File: src/rtl/quad_encoder_tx.sv
// quad_encoder_tx
// Generates rotary-encoder style quadrature A/B waveforms from commanded step
// counts. A command carries a direction, a number of transitions and the number
// of clock cycles between transitions. A signed 16-bit position tracks every
// emitted transition. The A/B phase persists across commands and aborts, so
// consecutive commands continue one seamless quadrature stream.
module quad_encoder_tx #(
    parameter int STEP_W = 8,
    parameter int DIV_W  = 16
) (
    input  logic              clk,
    input  logic              reset_n,
    input  logic              cmd_valid,
    output logic              cmd_ready,
    input  logic              cmd_dir,
    input  logic [STEP_W-1:0] cmd_steps,
    input  logic [DIV_W-1:0]  cmd_period,
    input  logic              abort,
    output logic              enc_a,
    output logic              enc_b,
    output logic              busy,
    output logic              done,
    output logic [15:0]       position
);

    typedef enum logic [0:0] {
        IDLE = 1'b0,
        RUN  = 1'b1
    } state_t;

    state_t            state_q;
    state_t            state_d;

    // Latched command fields.
    logic              dir_q;
    logic [STEP_W-1:0] steps_q;
    logic [DIV_W-1:0]  period_q;

    // Cycles left until the next scheduled transition.
    logic [DIV_W-1:0]  cnt_q;

    // Quadrature outputs and position, all held in flops.
    logic              a_q;
    logic              b_q;
    logic [15:0]       pos_q;
    logic              done_q;

    // Decoded control strobes.
    logic              accept;
    logic              step_now;
    logic              last_step;
    logic              zero_cmd;
    logic [DIV_W-1:0]  period_eff;

    // A period of 0 would mean "no wait at all"; it is run as 1 cycle instead.
    assign period_eff = (cmd_period == '0) ? DIV_W'(1) : cmd_period;

    // Advance the Gray-coded phase one step. The table for (A,B) is
    // forward 00->10->11->01->00 and reverse 00->01->11->10->00, which reduces
    // to: forward A<=~B, B<=A; reverse A<=B, B<=~A. Only one bit ever changes.
    function automatic logic [1:0] next_phase(input logic [1:0] ab, input logic fwd);
        logic [1:0] nxt;
        if (fwd) begin
            nxt = {~ab[0], ab[1]};
        end else begin
            nxt = {ab[0], ~ab[1]};
        end
        return nxt;
    endfunction

    // FSM state register.
    always_ff @(posedge clk) begin
        // NOTE: sequential state uses non-blocking assignments so every flop
        // samples pre-edge values and the update order inside the block is irrelevant.
        if (!reset_n) begin
            state_q <= IDLE;
        end else begin
            state_q <= state_d;
        end
    end

    // Next-state logic plus handshake/status outputs and control strobes.
    always_comb begin
        // NOTE: every signal driven here gets a default first, so no path
        // through the case can leave a value unassigned and infer a latch.
        state_d   = state_q;
        cmd_ready = 1'b0;
        busy      = 1'b0;
        accept    = 1'b0;
        zero_cmd  = 1'b0;
        step_now  = 1'b0;
        last_step = 1'b0;

        case (state_q)
            IDLE: begin
                cmd_ready = 1'b1;
                // abort is deliberately ignored here: a simultaneous command
                // is still taken.
                if (cmd_valid) begin
                    accept = 1'b1;
                    if (cmd_steps == '0) begin
                        zero_cmd = 1'b1;
                    end else begin
                        state_d = RUN;
                    end
                end
            end
            RUN: begin
                busy = 1'b1;
                if (abort) begin
                    // abort beats a transition scheduled for the same edge
                    state_d = IDLE;
                end else if (cnt_q == '0) begin
                    step_now = 1'b1;
                    if (steps_q == STEP_W'(1)) begin
                        last_step = 1'b1;
                        state_d   = IDLE;
                    end
                end
            end
            default: begin
                state_d = IDLE;
            end
        endcase
    end

    // Command latch: direction, remaining steps and effective period.
    always_ff @(posedge clk) begin
        if (!reset_n) begin
            dir_q    <= 1'b0;
            steps_q  <= '0;
            period_q <= DIV_W'(1);
        end else if (accept) begin
            dir_q    <= cmd_dir;
            steps_q  <= cmd_steps;
            period_q <= period_eff;
        end else if (step_now) begin
            steps_q  <= steps_q - STEP_W'(1);
        end
    end

    // Interval counter: loaded with period-1 on accept, counts down while
    // running and reloads after each emitted transition.
    always_ff @(posedge clk) begin
        if (!reset_n) begin
            cnt_q <= '0;
        end else if (accept) begin
            cnt_q <= period_eff - DIV_W'(1);
        end else if (state_q == RUN) begin
            if (cnt_q == '0) begin
                cnt_q <= period_q - DIV_W'(1);
            end else begin
                cnt_q <= cnt_q - DIV_W'(1);
            end
        end
    end

    // Quadrature phase and signed position; both move only on emitted edges.
    always_ff @(posedge clk) begin
        if (!reset_n) begin
            a_q   <= 1'b0;
            b_q   <= 1'b0;
            pos_q <= '0;
        end else if (step_now) begin
            {a_q, b_q} <= next_phase({a_q, b_q}, dir_q);
            // two's-complement wrap in both directions is intended
            pos_q      <= dir_q ? (pos_q + 16'd1) : (pos_q - 16'd1);
        end
    end

    // One-cycle completion pulse for a normal finish or an empty command.
    always_ff @(posedge clk) begin
        if (!reset_n) begin
            done_q <= 1'b0;
        end else begin
            done_q <= last_step | zero_cmd;
        end
    end

    assign enc_a    = a_q;
    assign enc_b    = b_q;
    assign done     = done_q;
    assign position = pos_q;

endmodule

File: config.mk
export PLATFORM = sky130hd
export DESIGN_NAME = quad_encoder_tx
export DESIGN_NICKNAME = d
export VERILOG_FILES = /design/src/rtl/quad_encoder_tx.sv
export SDC_FILE = /design/constraint.sdc
export NUM_CORES = 1
export LEC_CHECK = 0
export ABC_AREA = 1
export CORE_MARGIN = 10
export CORE_UTILIZATION = 51
export DETAILED_ROUTE_END_ITERATION = 10
export PLACE_DENSITY = 0.83
export SYNTH_ARGS = -nofsm -noshare
export SYNTH_HDL_FRONTEND = slang
export SYNTH_SLANG_ARGS = --single-unit
File: constraint.sdc
create_clock -name clk -period 2 [get_ports clk]
set_input_delay 0.5 -clock clk [delete_from_list [all_inputs] [get_ports clk]]
set_output_delay 0.5 -clock clk [all_outputs]
set_load 0.02 [all_outputs]
==> results of run 1 <==
## power by group
part	internal [mW]	switching [mW]	leakage (nW)	total, mW
combinational	0.720	0.947	2.43	1.67
clock	0.716	0.563	0.115	1.28
sequential	1.30	0.0604	0.504	1.36
## synthesized netlist by cell type (2+ instances only)
| master | number | area [um^2] |
|---|---|---|
| inv_1 | 98 | 368 |
| o21ai_0 | 36 | 180 |
| a22oi_1 | 2 | 15.0 |
| a31oi_1 | 4 | 25.0 |
| nand3_1 | 47 | 235 |
| nor2_2 | 5 | 31.3 |
| buf_2 | 7 | 35.0 |
| a21oi_1 | 69 | 345 |
| xnor2_1 | 11 | 96.3 |
| nand3b_1 | 10 | 75.1 |
| nand2_2 | 9 | 56.3 |
| or2_2 | 2 | 12.5 |
| nor2_1 | 58 | 218 |
| xor2_1 | 7 | 61.3 |
| clkbuf_1 | 11 | 41.3 |
| o21a_1 | 2 | 15.0 |
| a21o_1 | 2 | 15.0 |
| nand2_1 | 126 | 473 |
| nand4_1 | 6 | 37.5 |
| nor2_4 | 7 | 78.8 |
| ha_1 | 17 | 213 |
| inv_2 | 2 | 7.51 |
| dfxtp_1 | 61 | 1220 |
| nor4_1 | 2 | 12.5 |
| nor3_1 | 5 | 25.0 |
| o211ai_1 | 5 | 37.5 |
| buf_6 | 3 | 33.8 |
## what timing repair did
item / 4_1_cts / 5_1_grt
pin swaps: 41 / 55
resized for setup: 69 / 115
buffers inserted: 20 / 25
setup endpoints to repair: 19 / 37
## flip-flops by register name, indices dropped and copies added, names as in the netlist
register / count
period_q: 16
enc_a: 1
dir_q: 1
enc_b: 1
position: 16
steps_q: 8
done: 1
state_q: 1
cnt_q: 16
## worst paths after layout
kind                              startpoint           end  slack (ps)  cells past startpoint
worst max-delay path               cnt_q[13]     cnt_q[12]        -410                     16
worst min-delay path            period_q[13]  period_q[13]         460                      2
worst min register to register  period_q[13]  period_q[13]         460                      2
worst max register to register     cnt_q[13]     cnt_q[12]        -410                     16
## layout make-up
cell class,count,share of cell area
Multi-Input combinational cell,443,0.455
Timing Repair Buffer,180,0.241
Sequential cell,61,0.190
Inverter,102,0.0615
Clock buffer,13,0.0276
Tap cell,102,0.0195
Clock inverter,3,0.00613
## cell families (layout without fill, tap and decap cells)
logic type,after synthesis,in the layout,share of synthesized area
and+or+nand+nor,280,280,0.314
AOI/OAI and AO/OA,127,127,0.169
buffers and inverters,124,298,0.122
DFF,61,61,0.299
adders and majority gates,18,18,0.0571
xor gates and xnor gates,18,18,0.0387
## per-layer routing
layer / vias to the layer above / part of all wire
li1: 2368 / -
met1: 2424 / 0.36
met2: 394 / 0.48
met3: 136 / 0.097
met4: 0 / 0.067
met5: - / 0
## metrics by stage
stage          area [um^2]  instances  setup TNS (ps)  hold WS [ps]  setup slack, ps
2_1_floorplan         4160        628            -182           432            -91.0
3_3_place_gp          5350        845           -7610           446             -543
6_report              6530        904           -5200           464             -415
5_1_grt               6530        904           -9470           475             -523
4_1_cts               5890        881            -278           461            -59.4
3_5_place_dp          5350        845           -9270           454             -633
## tightest hold or removal path: cells and delay by family, from the launching register on
family / cells / cell delay, ps
and+or+nand+nor: 1 / 60
DFF: 1 / 310
AOI/OAI and AO/OA: 1 / 60
==> impl_metrics.yaml, run 1 <==
route:
  vias: 5322
  drc: 0
  ant_nets: 0
  drt_wl_total_um: 17300
  wl_per_cell_um: 19.2
  firstDrtPassIters: 7
  viasPerCell: 5.89
  initialDrtViolationCount: 533
timing:
  rsz0062_at_grt: "yes"
  hold_viol_final: 0
  finalSetupViolCount: 28
  fin_crit_ps: 2410
  relSlewSlack: 0.599
  fin_crit_sh: 1.21
  worst_slack_ps: -415
  skew_ps: 7.12
  final_max_slew_viol_count: 0
  max_freq_mhz: 414
  tightest_slew_ps: 595
clocking:
  hold_buffers: 0
  cts_tree: "done"
  clock-sinks: 61
  htreeDepth: 3
  clk_latency_ps: 370
  root_buffer: "clkbuf_8"
  cts_made_buffers: 9
  clockBufferDepth: 2
  clk_pin_slew_ps: 80
global_routing:
  met1_usage: 0.252
  grt.met2_usage: 0.385
  grt_use_total: 0.221
  grt-ovfl-total: 0
  grt_busiest_layer: "met2"
  met3_usage: 0.0486
  antenna_found_initial: 0
  grt_pass1_vias: 4736
  grt_max_degree: 26
  grt_pass1_wl_um: 21600
die:
  core_mm2: 0.00777
  num_rows: 32
  die_y_um: 109
  dieArea_mm2: 0.0120
  ios: 50
  die_x_um: 109
  initial_utilization: 0.525
synthesis:
  synthFlopType: "dfxtp_1"
  ys_async_sr_fraction: 0
  synth_area_mm2: 0.00408
  yosysSeqAreaShare: 0.299
  yosysUniqueCellTypes: 41
  syn_inst: 628
  yosys_warnings: 0
  synth_seq_cells: 61
  syn_avg_cell_area_um2: 6.50
  synth-edff-count: 0
  syn-num-nets: 675
place:
  io_buffer_count: 49
  dp.final_hpwl_um: 8980
  routabilityCongestion: 0.954
final_layout:
  antenna_cells: 0
  drive_above_1_share: 0.353
  fillers: 408
  mostFrequentLayoutCell: "buf_4"
  layout_common_cells: "109 x buf_4, 108 x nand2_1, 87 x inv_1, 54 x a21oi_1, 49 x dfxtp_1"
  syn2layout_area_growth_pct: 60.2
  layout.nets: 844
  multiInputGateArea_mm2: 0.00297
  ff_latch_area_mm2: 0.00124
  final_core_util: 0.841
worst_hold_path:
  hold_class: "flop to flop"
setup_path:
  path_class: "flop to flop"
  crit_path_start_kind: "flop"
  crit_required_ps: 2260
  cp_max_fo: 9
  critPathArrivalTime_ps: 2680
  crit_chain: "nor2_1 -> nand2_1 -> nor2_4 -> buf_4 -> nand2_8 -> buf_8 -> nand2_1 -> nand3_1 -> nand2_2 -> nor2_1 -> nand2_1 -> inv_2 -> nand3_1 -> nand2_1 -> nor2_1 -> nor2_1"
  slowest_delay_ps: 330
  cp_slowest_cell: "dfxtp_2"
  crit_family: "simple AND/OR/NAND/NOR gates"
  cp.buffers_inverters: 3
  crit_path_end_kind: "flop"
flow_run:
  drv_cap: 0
power_and_ir_drop:
  p_per_area_mw_per_mm2: 659
  p_leak_nw: 3.05
  fin_total_pwr_mw: 4.30
  peakVddDrop_uv: 492
run_status:
  status: "finished with violations"
  violations: "negative setup slack"
Power figures use the tool's default switching activity.
==> inputs of run 2 (changes only) <==
Settings changed: ABC_AREA 1 to unset, CORE_UTILIZATION 51 to 50.
==> run 2 against run 1 <==
Effect of this change:
- the flow still finishes with violations (negative setup slack)
- cell area is 1.0% lower
- sequential share of layout area is 0.28 points higher
- die area is 7.6% lower
- cell count is 16% lower
- routed wire length is 17% higher
- clock power hardly changed
- register-to-register slack worse by 160 ps
- utilization is 6.5 points higher
- sequential cell count stayed put
- largest cell class unchanged
==> impl_metrics.yaml, run 2 <==
route:
  drt_wl_total_um: 20300
  viasPerCell: 6.91
  ant_nets: 0
  drc: 0
  wl_per_cell_um: 26.8
  vias: 5251
  firstDrtPassIters: 5
  initialDrtViolationCount: 687
synthesis:
  synth_top_cells_by_count: "74 x nand2_1, 61 x dfxtp_1, 53 x a21oi_1, 33 x o21ai_0, 31 x nor2_1"
  syn_inst: 462
  ys_async_sr_fraction: 0
  synthFlopType: "dfxtp_1"
  yosysUniqueCellTypes: 54
  yosysSeqAreaShare: 0.336
  yosys_warnings: 0
  syn_avg_cell_area_um2: 7.86
  synth_area_leader_cell: "dfxtp_1"
  syn-num-nets: 509
  synth-edff-count: 0
  synthTopCellsByArea: "dfxtp_1 34%, nand2_1 7.6%, a21oi_1 7.3%"
  synth_area_mm2: 0.00363
  synth_top_area_frac: 0.336
  synth_seq_cells: 61
  synth.most_common_cell: "nand2_1"
place:
  pre_cts_ws_ps: -749
  io_buffer_count: 49
  routabilityCongestion: 0.972
  dp.final_hpwl_um: 9000
  place_inst: 715
setup_path:
  crit_chain: "nor4_4 -> nand4_1 -> o211ai_1 -> inv_1 -> ha_4 -> o211ai_1 -> a21oi_2 -> nand3_1 -> xor2_1 -> a211oi_1"
  crit_path_end_kind: "flop"
  cp.buffers_inverters: 1
  r2r_cells: 10
  rrSetupSlack_ps: -570
  crit_path_start_kind: "flop"
  cp_slowest_cell: "nor4_4"
  cp_common_cell: "o211ai_1"
  crit_family: "compound AO/OA/AOI/OAI gates"
  r2r-end: "cnt_q[10]"
  worstReg2RegStart: "cnt_q[8]"
  cp_max_fo: 5
  crit_required_ps: 2260
  critPathArrivalTime_ps: 2830
  slowest_delay_ps: 390
  path_class: "flop to flop"
power_and_ir_drop:
  cell_internal_pwr_mw: 2.64
  switching_power_mw: 1.38
  p_per_area_mw_per_mm2: 621
  combPwrFrac: 0.339
  p_leak_nw: 2.69
  p_clk_frac: 0.316
  sw_frac_of_total: 0.344
  peakVddDrop_uv: 430
  pwr-share-seq: 0.345
clocking:
  root_buffer: "clkbuf_8"
  hold_buffers: 0
  cts_made_buffers: 9
  clock-sinks: 61
  clockBufferDepth: 2
  clk_pin_slew_ps: 70
  cts_tree: "done"
  clk_latency_ps: 370
  htreeDepth: 3
run_status:
  status: "finished with violations"
  violations: "negative setup slack"
worst_hold_path:
  hold_start: "period_q[7]"
  hold_path_depth: 2
  hold_class: "flop to flop"
  worstHoldEndpoint: "period_q[7]"
timing:
  tns_ps: -13910
  worst_slack_ps: -574
  max_freq_mhz: 389
  final_max_slew_viol_count: 0
  skew_ps: 14.1
  rsz0062_at_grt: "yes"
  fin_crit_ps: 2570
  relSlewSlack: 0.700
  finalSetupViolCount: 42
  fin_crit_sh: 1.29
  tightest_slew_ps: 445
  hold_viol_final: 0
global_routing:
  grt-ovfl-total: 0
  grt_use_total: 0.272
  grt_pass1_wl_um: 24900
  antenna_found_initial: 0
  grt_pass1_vias: 5045
  grt_max_degree: 29
die:
  ios: 50
  core_mm2: 0.00714
  dieArea_mm2: 0.0111
  die_x_um: 105
  initial_utilization: 0.509
  die_y_um: 105
  num_rows: 31
final_layout:
  antenna_cells: 0
  syn2layout_area_growth_pct: 78.1
  mostFrequentLayoutCell: "buf_4"
  layout.nets: 703
  final_core_util: 0.906
  layout.cells.non_filler: 760
  drive_above_1_share: 0.463
  layout_common_cells: "130 x buf_4, 62 x nand2_1, 45 x dfxtp_1, 38 x a21oi_1, 38 x clkdlybuf4s50_1"
flow_run:
  drv_cap: 0
[run 2: cell count changes in the layout (fill, tap and decap cells not counted), sizes merged, moves of 13 or more]
cell / delta
inv: -92
nand2: -60
nor2: -39
nand3: -36
buf: +27
a21oi: -16
dlygate4sd2: -13
[run 2: tightest hold or removal path, delay by kind of cell, from the launching register on]
kind / cells / cell delay [ps]
AO/OA/AOI/OAI: 1 / 60
flip-flops: 1 / 300
AND/OR/NAND/NOR: 1 / 70
[run 2: cell type report]
type                    instances  area (um^2)
inverters                       8         37.5
multi-input cells             367         2960
repair buffers                209         1890
fillers                       284          671
clock buffers                   9          124
clock inverters                 7         90.1
well taps                      99          124
flip-flops and latches         61         1240
[run 2: per-stage QoR]
step / total power, mW / area (um^2) / hold slack, ps
4_1_cts: 3.66 / 5920 / 466
3_5_place_dp: 2.34 / 5240 / 456
2_1_floorplan: 1.88 / 3790 / 437
3_3_place_gp: 2.29 / 5240 / 446
5_1_grt: 4.09 / 6470 / 496
6_report: 4.02 / 6470 / 482
[run 2: kinds of logic after synthesis]
logic type / count (synthesis) / share of synthesized area
AND/OR/NAND/NOR: 175 / 0.229
AO/OA/AOI/OAI: 149 / 0.263
flip-flops: 61 / 0.336
buffers and inverters: 34 / 0.0462
XOR/XNOR: 22 / 0.0531
adder cells (fa/ha/maj): 18 / 0.0641
multiplexers: 3 / 0.00861
[run 2: metal layers]
layer,vias up,part of all wire,track usage
li1,2083,-,-
met3,232,0.11,0.0676
met5,-,0,0
met1,2405,0.32,0.270
met2,531,0.46,0.479
met4,0,0.10,0.205
[run 2: how the worst max path moves through the flow]
stage / slack, ps / cells after the start / end / from
2_1_floorplan: -200 / 10 / position[14] / dir_q
5_1_grt: -910 / 8 / cnt_q[13] / cnt_q[11]
3_3_place_gp: -680 / 11 / cnt_q[10] / cmd_valid
6_report: -570 / 10 / cnt_q[10] / cnt_q[8]
4_1_cts: -280 / 10 / cnt_q[6] / cnt_q[9]
3_5_place_dp: -750 / 11 / cnt_q[10] / cmd_valid
[run 2: repair_timing]
action	4_1_cts	5_1_grt
setup endpoints to repair	43	48
gates cloned	1	2
pin swaps	47	33
buffers inserted	17	13
resized for setup	78	95
[run 2: power groups by stage]
stage / registers [mW] / logic, mW / clock network (mW)
3_5_place_dp: 1.37 / 0.966 / 0
2_1_floorplan: 1.37 / 0.503 / 0
3_3_place_gp: 1.37 / 0.924 / 0
4_1_cts: 1.36 / 1.09 / 1.22
6_report: 1.39 / 1.36 / 1.27
5_1_grt: 1.39 / 1.41 / 1.30
